### config.mk
export PLATFORM = sky130hd
export DESIGN_NAME = crypt_engine
export DESIGN_NICKNAME = d
export VERILOG_FILES = /design/src/rtl/crypt_pkg.sv /design/src/rtl/keystream_lfsr.sv /design/src/rtl/crypt_engine.sv
export SDC_FILE = /design/constraint.sdc
export NUM_CORES = 1
export LEC_CHECK = 0
export BUFFER_PORTS_ARGS = -buffer_cell sky130_fd_sc_hd__buf_2
export CORE_MARGIN = 2
export CORE_UTILIZATION = 51
export DETAILED_ROUTE_END_ITERATION = 8
export PLACE_DENSITY = 0.72
export RECOVER_POWER = 100
export SYNTH_ARGS = -nofsm -noshare
export SYNTH_HDL_FRONTEND = slang
export SYNTH_SLANG_ARGS = --single-unit
### constraint.sdc
create_clock -name clk -period 2.28 [get_ports clk]
set_input_delay 0.456 -clock clk [delete_from_list [all_inputs] [get_ports clk]]
set_output_delay 0.456 -clock clk [all_outputs]
set_load 0.005 [all_outputs]
### src/rtl/crypt_pkg.sv
// Shared definitions for the byte-stream crypt engine: FSM states, config
// word field positions, LFSR constants and byte rotation helpers.
package crypt_pkg;

    typedef enum logic [1:0] {
        IDLE  = 2'd0,
        LOAD  = 2'd1,
        RUN   = 2'd2,
        DRAIN = 2'd3
    } state_t;

    localparam int CFG_RUN      = 0;
    localparam int CFG_DIR      = 1;
    localparam int CFG_ROT_LSB  = 2;
    localparam int CFG_ROT_MSB  = 4;
    localparam int CFG_SEED_LSB = 8;

    localparam logic [23:0] LFSR_MASK_DEFAULT = 24'hE10000;
    localparam logic [23:0] LFSR_SEED_RST     = 24'h000001;

    function automatic logic [7:0] rotl8(input logic [7:0] d, input logic [2:0] r);
        logic [15:0] t;
        t = {d, d} << r;
        return t[15:8];
    endfunction

    function automatic logic [7:0] rotr8(input logic [7:0] d, input logic [2:0] r);
        logic [15:0] t;
        t = {d, d} >> r;
        return t[7:0];
    endfunction

endpackage

### src/rtl/keystream_lfsr.sv
// 24-bit Galois LFSR keystream source; loads a seed (zero seed is forced to
// the reset seed, since an all-zero Galois LFSR never leaves zero).
module keystream_lfsr
    import crypt_pkg::*;
#(
    parameter logic [23:0] LFSR_MASK = LFSR_MASK_DEFAULT
) (
    input  logic        clk,
    input  logic        rst,
    input  logic        load,
    input  logic        advance,
    input  logic [23:0] seed,
    output logic [23:0] state
);

    always_ff @(posedge clk or negedge rst) begin
        if (!rst) begin
            state <= LFSR_SEED_RST;
        end else if (load) begin
            state <= (seed == 24'd0) ? LFSR_SEED_RST : seed;
        end else if (advance) begin
            state <= state[0] ? ((state >> 1) ^ LFSR_MASK) : (state >> 1);
        end
    end

endmodule

### src/rtl/crypt_engine.sv
// Byte-stream encrypt/decrypt engine: LFSR keystream XOR plus rotation,
// valid/ready in and out with a single registered output stage.
module crypt_engine
    import crypt_pkg::*;
#(
    parameter int          CNT_W     = 16,
    parameter logic [23:0] LFSR_MASK = LFSR_MASK_DEFAULT
) (
    input  logic             clk,
    input  logic             rst,
    input  logic [31:0]      cfg,
    input  logic             in_valid,
    input  logic [7:0]       in_data,
    output logic             in_ready,
    output logic             out_valid,
    output logic [7:0]       out_data,
    input  logic             out_ready,
    output logic             busy,
    output logic [CNT_W-1:0] byte_count
);

    state_t      state, state_nxt;
    logic        dir_q;
    logic [2:0]  rot_q;
    logic [23:0] lfsr;
    logic        load;
    logic        accept;
    logic [7:0]  ks;
    logic [7:0]  xformed;
    logic        unused_cfg;

    assign unused_cfg = ^cfg[7:5];

    keystream_lfsr #(.LFSR_MASK(LFSR_MASK)) u_lfsr (
        .clk     (clk),
        .rst     (rst),
        .load    (load),
        .advance (accept),
        .seed    (cfg[31:CFG_SEED_LSB]),
        .state   (lfsr)
    );

    always_ff @(posedge clk or negedge rst) begin
        if (!rst) state <= IDLE;
        else      state <= state_nxt;
    end

    always_comb begin
        state_nxt = state;
        in_ready  = 1'b0;
        load      = 1'b0;
        case (state)
            IDLE: if (cfg[CFG_RUN]) state_nxt = LOAD;
            LOAD: begin
                load      = 1'b1;
                state_nxt = RUN;
            end
            RUN: begin
                // Dropping run_en blocks acceptance in the same cycle.
                in_ready = cfg[CFG_RUN] && (!out_valid || out_ready);
                if (!cfg[CFG_RUN]) state_nxt = DRAIN;
            end
            DRAIN: if (!out_valid || out_ready) state_nxt = IDLE;
            default: state_nxt = IDLE;
        endcase
    end

    assign accept = in_valid && in_ready;
    assign busy   = (state != IDLE);
    assign ks     = lfsr[7:0];

    always_comb begin
        if (dir_q) xformed = rotr8(in_data, rot_q) ^ ks;
        else       xformed = rotl8(in_data ^ ks, rot_q);
    end

    always_ff @(posedge clk or negedge rst) begin
        if (!rst) begin
            dir_q      <= 1'b0;
            rot_q      <= 3'd0;
            byte_count <= '0;
        end else if (load) begin
            dir_q      <= cfg[CFG_DIR];
            rot_q      <= cfg[CFG_ROT_MSB:CFG_ROT_LSB];
            byte_count <= '0;
        end else if (accept) begin
            byte_count <= byte_count + CNT_W'(1);
        end
    end

    always_ff @(posedge clk or negedge rst) begin
        if (!rst) begin
            out_valid <= 1'b0;
            out_data  <= 8'd0;
        end else if (accept) begin
            out_valid <= 1'b1;
            out_data  <= xformed;
        end else if (out_ready) begin
            out_valid <= 1'b0;
        end
    end

endmodule

==> impl_metrics.tcl <==
set metrics [dict create \
    cts_tree "yes" \
    synth_top_cell_area_share_pct 39.4 \
    placed_cell_area_um2 3860 \
    netlist-cell-type-count 40 \
    place_hpwl_mm 5.31 \
    power_leakage_nw 1.88 \
    synth_edf_count 0 \
    synth_area_per_cell_um2 10.5 \
    synth.most_common_cell "dfrtp_1" \
    overflow 0 \
    antenna_cells 0 \
    die_area_um2 7400 \
    syn2layout_area_growth_pct 14.5 \
    finalHoldViolations 0 \
    cp_max_fo 9 \
    drtIter0Drc 144 \
    clk-insertion-delay-late_ps 320 \
    maxCapViolCount 1 \
    setup_viol 0 \
    drive_gt1_share_pct 27.0 \
    synth-seq-area-share_pct 40.1 \
    synth-async-reset-ratio_pct 100 \
    core_region_area_um2 6420 \
    seq_area_um2 1380 \
    min-delay-start "cfg[18]" \
    outcome "finished with violations" \
    clockBufferDepth 2 \
    slew_headroom_pct -22.7 \
    grt_util_all_layers_pct 20.5 \
    wl_per_cell_um 14.9 \
    fin_area_um2 3930 \
    start_kind "flop" \
    grt_max_degree 35 \
    firstDrtPassIters 4 \
    placedCellCount 462 \
    grt_antenna_before_repair 0 \
    syn_nets 375 \
    synth_area_um2 3430 \
    worst_setup_path_end_kind "flop" \
    cts-root-buf "clkbuf_8" \
    routed_wl_mm 7.02 \
    cellPowerDensity_nw_per_um2 1210 \
    synth_largest_area_cell "dfrtp_1" \
    cts_setup_buffers 0 \
    ios 71 \
    drc 0 \
    tightest_slew_ps 1840 \
    stdcell_count 470 \
    start_util_pct 53.4 \
    rsz0062_at_grt "false" \
    skew_ps 14.5 \
    hold_path.class "primary input to flop" \
    ys_warn_count 0 \
    die_w_um 86.0 \
    fin_setup_tns_ps 0 \
    synth_area_leaders "dfrtp_1 39%, mux2i_1 10%, mux4_2 9.2%, xnor2_1 4.3%, nand2_1 4.2%" \
    r2r-start "rot_q[1]" \
    synthFlopType "dfrtp_1" \
    syn_inst 326 \
    crit_arrival_ps 2340 \
    fill_cells 577 \
    ir_drop_mv 0.671 \
    cts_hold_buf 0 \
    multi_input_area_um2 1920 \
    critPathKind "flop to flop" \
    grt_pass1_wl_mm 12.0 \
    ys_ff_latch 55 \
    dieHeight_um 86.0 \
    num_vias 2633 \
    htree_levels 2 \
    period_minus_slack_ps 2150 \
    postRouteAntennaNets 0 \
    fmax_ghz 0.465 \
    cts.sinks 55 \
    slew_viol_final 35 \
    crit_required_ps 2460 \
    gp_congestion 0.872 \
    clk_pin_slew_ps 100 \
    port_buffers 67 \
    cts_resized 0 \
    placementRows 29 \
    post-route-period-util_pct 94.4 \
    violations "capacitance limit, slew limit" \
    grt_pass1_vias 2569 \
    netlist_top_cells_count "54 x dfrtp_1, 38 x nand2_1, 35 x mux2i_1" \
    crit_start "rot_q[1]" \
    viasPerCell 5.60 \
    numCtsBuffers 5 \
    final_nets 441 \
]
[path summary, 6_finish.rpt]
| kind | endpoint | slack, ps | cells after the start |
|---|---|---|---|
| min in group asynchronous | u_lfsr.state[11] | 430 | 2 |
| worst max register to register | out_data[7] | 130 | 5 |
| worst min register to register | out_data[1] | 490 | 2 |
| worst max-delay path | out_data[7] | 130 | 5 |
| max in group asynchronous | out_data[6] | 490 | 2 |
| worst min-delay path | u_lfsr.state[10] | 350 | 3 |
[registers in the layout, indices dropped and copies added (netlist names)]
| signal | count |
|---|---|
| out_valid | 1 |
| state | 2 |
| u_lfsr.state | 24 |
| out_data | 8 |
| byte_count | 16 |
| dir_q | 1 |
| rot_q | 3 |
[logic make-up after synthesis]
logic type,share of synthesized area [%]
simple gates,13.2
mux,24.6
flops,40.1
compound gates,8.71
xor+xnor,7.66
buf+inv,3.83
fa+ha+maj,1.82
[layout make-up]
class / instances / share of cell area [%]
clock buffers: 6 / 2.10
clock inverters: 2 / 0.510
inverters: 9 / 0.860
multi-input cells: 242 / 49.0
flip-flops and latches: 55 / 35.1
well taps: 77 / 2.45
repair buffers: 79 / 10.0
[critical path: stages (launching register included)]
cell and delay, ps:
dfrtp_1 600, clkbuf_2 320, mux4_1 640, a22o_1 250
a21oi_1 120, o21ai_0 90
[cells in the final DEF (no fill, tap or decap), types with 5 or more instances in the layout]
master / count
a21oi_1: 13
xor2_1: 13
nand2_1: 38
dfrtp_1: 54
nor4_1: 12
clkbuf_8: 6
xnor2_1: 17
nor2_1: 20
mux4_2: 14
buf_4: 6
buf_2: 56
o21ai_0: 29
inv_1: 8
mux2i_1: 35
ha_1: 5
clkbuf_1: 13
mux2_2: 9
[per-layer routing]
metal	global-route usage (%)	routed length, um
met4	5.34	68
met2	32.3	3250
met3	3.75	375
met5	0	0
met1	29.4	3320
[per-stage QoR]
stage | util, % | hold WS, ps | power [mW] | worst slack [ps]
after CTS | 61.8 | 107 | 4.82 | 227
after detailed placement | 60.2 | 463 | 4.22 | 238
after global routing | 61.2 | 350 | 5.17 | 28.0
final | 61.2 | 346 | 4.76 | 129
after global placement | 60.2 | 460 | 4.13 | 314
after floorplan | - | 160 | 3.61 | 348
[power by group]
group          switching, mW  leakage, nW  internal (mW)
combinational           1.16         1.12           1.29
clock                  0.343       0.0533          0.257
sequential             0.386        0.706           1.33
total                   1.89         1.88           2.87
(Power assumes the default switching activity.)
